--- config.mk ---
export PLATFORM = sky130hd
export DESIGN_NAME = bip2_control_unit
export DESIGN_NICKNAME = d
export VERILOG_FILES = /design/src/rtl/bip2_pkg.sv /design/src/rtl/bip2_decoder.sv /design/src/rtl/bip2_control_unit.sv
export SDC_FILE = /design/constraint.sdc
export NUM_CORES = 1
export LEC_CHECK = 0
export ABC_AREA = 1
export BUFFER_PORTS_ARGS = -buffer_cell sky130_fd_sc_hd__clkbuf_2
export CAP_MARGIN = 10
export CORE_MARGIN = 2
export CORE_UTILIZATION = 57
export CTS_CLUSTER_SIZE = 16
export DETAILED_ROUTE_END_ITERATION = 10
export GPL_ROUTABILITY_DRIVEN = 0
export GPL_TIMING_DRIVEN = 0
export MAX_ROUTING_LAYER = met4
export PLACE_DENSITY = 0.81
export SYNTH_ARGS = -nofsm -noshare
export SYNTH_HDL_FRONTEND = slang
export SYNTH_SLANG_ARGS = --single-unit
--- constraint.sdc ---
create_clock -name clock_i -period 2 [get_ports clock_i]
set_clock_uncertainty 0.05 [all_clocks]
set_input_delay 0.2 -clock clock_i [delete_from_list [all_inputs] [get_ports clock_i]]
set_output_delay 0.2 -clock clock_i [all_outputs]
set_load 0.1 [all_outputs]
--- src/rtl/bip2_pkg.sv ---
// Shared definitions for the BIP-2 control path: opcodes, mux encodings,
// FSM state codes and the decoded control bundle.
package bip2_pkg;

    localparam int DATA_W  = 11;
    localparam int OP_W    = 5;
    localparam int INSTR_W = OP_W + DATA_W;

    localparam logic [OP_W-1:0] OPC_HLT  = 5'b00000;
    localparam logic [OP_W-1:0] OPC_STO  = 5'b00001;
    localparam logic [OP_W-1:0] OPC_LD   = 5'b00010;
    localparam logic [OP_W-1:0] OPC_LDI  = 5'b00011;
    localparam logic [OP_W-1:0] OPC_ADD  = 5'b00100;
    localparam logic [OP_W-1:0] OPC_ADDI = 5'b00101;
    localparam logic [OP_W-1:0] OPC_SUB  = 5'b00110;
    localparam logic [OP_W-1:0] OPC_SUBI = 5'b00111;
    localparam logic [OP_W-1:0] OPC_BEQ  = 5'b01000;
    localparam logic [OP_W-1:0] OPC_BNE  = 5'b01001;
    localparam logic [OP_W-1:0] OPC_BGT  = 5'b01010;
    localparam logic [OP_W-1:0] OPC_BGE  = 5'b01011;
    localparam logic [OP_W-1:0] OPC_BLT  = 5'b01100;
    localparam logic [OP_W-1:0] OPC_BLE  = 5'b01101;
    localparam logic [OP_W-1:0] OPC_JMP  = 5'b01110;

    localparam logic [1:0] SELA_RAM = 2'b00;
    localparam logic [1:0] SELA_IMM = 2'b01;
    localparam logic [1:0] SELA_ALU = 2'b10;

    localparam logic ALU_ADD = 1'b0;
    localparam logic ALU_SUB = 1'b1;

    typedef enum logic [1:0] {
        ST_FETCH = 2'b00,
        ST_EXEC  = 2'b01,
        ST_HALT  = 2'b10
    } state_t;

    typedef struct packed {
        logic       wr_acc;
        logic [1:0] sel_a;
        logic       sel_b;
        logic       op;
        logic       wr_ram;
        logic       is_branch;
        logic       flag_upd;
        logic       is_hlt;
    } ctrl_t;

    // Flags passed in are the ones held before the branch executes.
    function automatic logic branch_cond(input logic [OP_W-1:0] opc,
                                         input logic z, input logic n);
        case (opc)
            OPC_BEQ: return z;
            OPC_BNE: return !z;
            OPC_BGT: return !z && !n;
            OPC_BGE: return !n;
            OPC_BLT: return n;
            OPC_BLE: return n || z;
            OPC_JMP: return 1'b1;
            default: return 1'b0;
        endcase
    endfunction

endpackage

--- src/rtl/bip2_decoder.sv ---
// Pure combinational opcode decode into the datapath control bundle.
module bip2_decoder
    import bip2_pkg::*;
(
    input  logic [OP_W-1:0] opcode,
    output ctrl_t           ctrl
);

    always_comb begin
        ctrl = '0;
        case (opcode)
            OPC_HLT:  ctrl.is_hlt = 1'b1;
            OPC_STO:  ctrl.wr_ram = 1'b1;
            OPC_LD:   begin ctrl.wr_acc = 1'b1; ctrl.sel_a = SELA_RAM; end
            OPC_LDI:  begin ctrl.wr_acc = 1'b1; ctrl.sel_a = SELA_IMM; end
            OPC_ADD, OPC_ADDI, OPC_SUB, OPC_SUBI: begin
                ctrl.wr_acc   = 1'b1;
                ctrl.sel_a    = SELA_ALU;
                ctrl.sel_b    = opcode[0];
                ctrl.op       = opcode[1] ? ALU_SUB : ALU_ADD;
                ctrl.flag_upd = 1'b1;
            end
            OPC_BEQ, OPC_BNE, OPC_BGT, OPC_BGE, OPC_BLT, OPC_BLE, OPC_JMP:
                ctrl.is_branch = 1'b1;
            default: ctrl = '0;
        endcase
    end

endmodule

--- src/rtl/bip2_control_unit.sv ---
// BIP-2 multi-cycle controller: FETCH/EXEC/HALT sequencing with PC, IR and
// Z/N flags. Controls are decoded at fetch and registered for the EXEC cycle.
module bip2_control_unit
    import bip2_pkg::*;
(
    input  logic               clock_i,
    input  logic               reset_n_i,
    input  logic [INSTR_W-1:0] instr_i,
    input  logic               alu_z_i,
    input  logic               alu_n_i,
    output logic [DATA_W-1:0]  pc_o,
    output logic [DATA_W-1:0]  operand_o,
    output logic               WrAcc_o,
    output logic [1:0]         SelA_o,
    output logic               SelB_o,
    output logic               Op_o,
    output logic               WrRam_o,
    output logic               halted_o,
    output logic [1:0]         state_o
);

    state_t              state;
    logic [DATA_W-1:0]   pc;
    logic [INSTR_W-1:0]  ir;
    logic                flag_z, flag_n;
    logic                halted;
    ctrl_t               dec, ctrl_q;
    logic [OP_W-1:0]     ir_opc;

    assign ir_opc = ir[INSTR_W-1 -: OP_W];

    bip2_decoder u_dec (
        .opcode (instr_i[INSTR_W-1 -: OP_W]),
        .ctrl   (dec)
    );

    always_ff @(posedge clock_i or negedge reset_n_i) begin
        if (!reset_n_i) begin
            state  <= ST_FETCH;
            pc     <= '0;
            ir     <= '0;
            flag_z <= 1'b0;
            flag_n <= 1'b0;
            halted <= 1'b0;
            ctrl_q <= '0;
        end else begin
            case (state)
                ST_FETCH: begin
                    ir     <= instr_i;
                    ctrl_q <= dec;
                    state  <= ST_EXEC;
                end
                ST_EXEC: begin
                    ctrl_q <= '0;
                    if (ctrl_q.flag_upd) begin
                        flag_z <= alu_z_i;
                        flag_n <= alu_n_i;
                    end
                    if (ctrl_q.is_hlt) begin
                        halted <= 1'b1;
                        state  <= ST_HALT;
                    end else begin
                        // Condition sees pre-instruction flags; PC wraps naturally.
                        if (ctrl_q.is_branch && branch_cond(ir_opc, flag_z, flag_n))
                            pc <= ir[DATA_W-1:0];
                        else
                            pc <= pc + 1'b1;
                        state <= ST_FETCH;
                    end
                end
                ST_HALT: state <= ST_HALT;
                default: begin
                    ctrl_q <= '0;
                    state  <= ST_FETCH;
                end
            endcase
        end
    end

    assign pc_o      = pc;
    assign operand_o = ir[DATA_W-1:0];
    assign WrAcc_o   = ctrl_q.wr_acc;
    assign SelA_o    = ctrl_q.sel_a;
    assign SelB_o    = ctrl_q.sel_b;
    assign Op_o      = ctrl_q.op;
    assign WrRam_o   = ctrl_q.wr_ram;
    assign halted_o  = halted;
    assign state_o   = state;

endmodule

==> key figures <==
Setup path
  – CP required: 1.75 ns
  – CP peak stage delay: 0.50 ns
  – CP startpoint kind: flop
  – CP Class: reg2out
  – Delay-heaviest family, CP: buffers and inverters
  – Buf+Inv Stages, Crit Path: 1
  – Crit path cell chain: clkbuf_2
  – Worst-path cell with the longest stage delay: clkbuf_2
  – Worst-path fanout max: 5
  – Kind of end point of the critical path: output pin
  – Arrival time of the worst setup path: 1.28 ns

Clock network
  – Maximum buffer depth of the clock tree: 2
  – Clk pin slew, worst setup/hold paths: 0.08 ns
  – Skew-Pair Late Insertion Delay: 0.30 ns
  – Post-CTS resize count: 0
  – TritonCTS clock tree: built
  – Total number of H-tree levels: 2
  – CTS Buf Count: 5
  – Clk sinks: 40
  – Hold-fix buffers, CTS: 0
  – Clk Tree Root Cell: clkbuf_8
  – Post-CTS Setup Inserts: 0

Global route
  – Global routing's busiest layer: met2
  – First-pass GRT wire length: 7182 um
  – Initial antenna violation count: 0
  – GR Util met1: 26.41%
  – M2 GR Usage: 40.36%
  – Pin count of the biggest net entering global routing: 41
  – Grt ovf: 0
  – Vias in the first global route: 1691
  – GRT Overall Usage: 23.16%
  – Met3 Track Usage GR: 5.556%

Route
  – Antenna Nets Post-Route: 0
  – Initial drt markers: 80
  – DRC Markers: 0
  – Drt via density: 4.957
  – Via count: 1839
  – Detailed-router iteration count before antenna repair: 4
  – WL final: 4224 um
  – DR WL/cell: 11.39 um

Die
  – Core footprint: 0.003606 mm2
  – Row count: 22
  – Die H: 64.58 um
  – Die width: 64.58 um
  – Initial Util: 58.02%
  – Die area: 0.004171 mm2
  – Num ports: 51

Synthesis
  – Register bit total from synthesis: 40
  – Post-synth EDFFs: 0
  – Mapped Nets: 286
  – Synthesized instance count: 265
  – Predominant post-synthesis flop cell: dfrtp_1
  – Synth cell types: 26
  – Number of synthesis warnings: 0
  – Sequential area share after synthesis: 47.85%
  – Post-Syn Area: 0.002092 mm2
  – Mapped Avg Cell Area: 7.894 um2
  – Asr flop ratio synth: 100.0%

Finish
  – Fin nets: 343
  – Post-Layout Cell Count: 371
  – Share of layout cells above drive strength 1: 29.10%
  – Inserted Diodes: 0
  – Most frequent cells in the layout: 82 x nand2_1, 50 x clkbuf_2, 38 x dfrtp_1
  – Commonest non-fill, non-tap cell in the layout: nand2_1
  – Area growth syn-to-layout: 20.99%

Timing
  – F_max: 655.3 MHz
  – Max-slew headroom: 35.63%
  – Setup total negative slack: 0 ns
  – Hold Slack: -0.01235 ns
  – Final setup violating endpoints: 0
  – Worst-margin pin slew: 0.9655 ns
  – Tcrit/Tclk final: 76.30%
  – RSZ-0062 raised after global routing: false
  – Endpoints failing hold: 12
  – Fin. max-slew vios: 0
  – Final critical-path required period: 1.526 ns

Placement
  – Placed Cells: 363
  – Buffers added on ports: 50
  – DPL Wire Length: 3154 um

Outcome
  – Failing checks: hold timing
  – Run status: complete, but fails checks

Hold path
  – Hold WC Path Type: in2async

Job
  – Maxcap violations: 0
-- registers in the layout, indices dropped and copies added, names as in the netlist --
register,flops
halted_o,1
WrAcc_o,1
SelB_o,1
flag_z,1
SelA_o,2
pc_o,11
ctrl_q,2
WrRam_o,1
flag_n,1
Op_o,1
ir,16
state_o,2
-- Yosys cell counts, types with 3 or more instances --
cell type | count | area, um2
buf_4 | 14 | 105.1
nand3_2 | 3 | 30.03
nand3_1 | 34 | 170.2
inv_1 | 30 | 112.6
dfrtp_1 | 40 | 1001
nor2_2 | 4 | 25.02
o21ai_1 | 4 | 20.02
nor2_1 | 11 | 41.29
a21oi_1 | 3 | 15.01
o21ai_0 | 14 | 70.07
xnor2_1 | 3 | 26.28
clkbuf_1 | 3 | 11.26
inv_2 | 4 | 15.01
nand2_1 | 82 | 307.8
-- worst paths after layout --
kind / cells past startpoint / from / slack, ns / endpoint
worst max-delay path: 1 / pc_o[2] / 0.47 / pc_o[2]
worst min-delay path: 1 / reset_n_i / -0.01 / ir[5]
worst max register to register: 8 / pc_o[0] / 0.57 / pc_o[10]
worst min register to register: 2 / halted_o / 0.41 / halted_o
max in group asynchronous: 1 / reset_n_i / 1.24 / pc_o[0]
min in group clock_i: 3 / instr_i[4] / 0.05 / ir[4]
-- worst register-to-register path: cells and delay by family, from the launching register on --
| kind | cells | cell delay (ns) |
|---|---|---|
| adders and majority gates | 1 | 0.23 |
| DFF | 1 | 0.44 |
| and+or+nand+nor | 7 | 0.61 |
-- stage by stage --
step                cell area (um2)  util, %  hold WS [ns]  setup WS (ns)
floorplan                      2095        -       -0.1456        0.09567
global placement               2405    66.69        0.3557         0.5982
detailed placement             2405    66.69        0.3548         0.5950
CTS                            2531    70.19       0.02101         0.4592
global route                   2531    70.19       0.06572         0.4260
finish                         2531    70.19      -0.01235         0.4740
-- cell families (layout without fill, tap and decap cells) --
group	after synthesis	after routing	share of synthesized area, %
buf+inv	55	113	13.34
simple gates	139	139	29.49
xor+xnor	5	5	2.094
compound gates	25	25	6.639
flops	40	40	47.85
fa+ha+maj	1	1	0.5980
-- per-layer routing --
| layer | part of all wire (%) | wire, um |
|---|---|---|
| met5 | 0 | 0 |
| met4 | 1.9 | 82 |
| met3 | 5.1 | 217 |
| met2 | 49 | 2071 |
| met1 | 44 | 1853 |
-- area by class of cell --
type | count | area, um2
clock inverters | 1 | 30.03
well taps | 48 | 60.06
repair buffers | 50 | 250.2
clock buffers | 7 | 96.34
fillers | 307 | 1075
plain buffers | 21 | 151.4
inverters | 34 | 127.6
flip-flops and latches | 40 | 1003
multi-input cells | 170 | 812.0
Power is left out: the tool's default activity adds up to more than one toggle a clock period on the data nets, which glitch-free logic cannot reach.
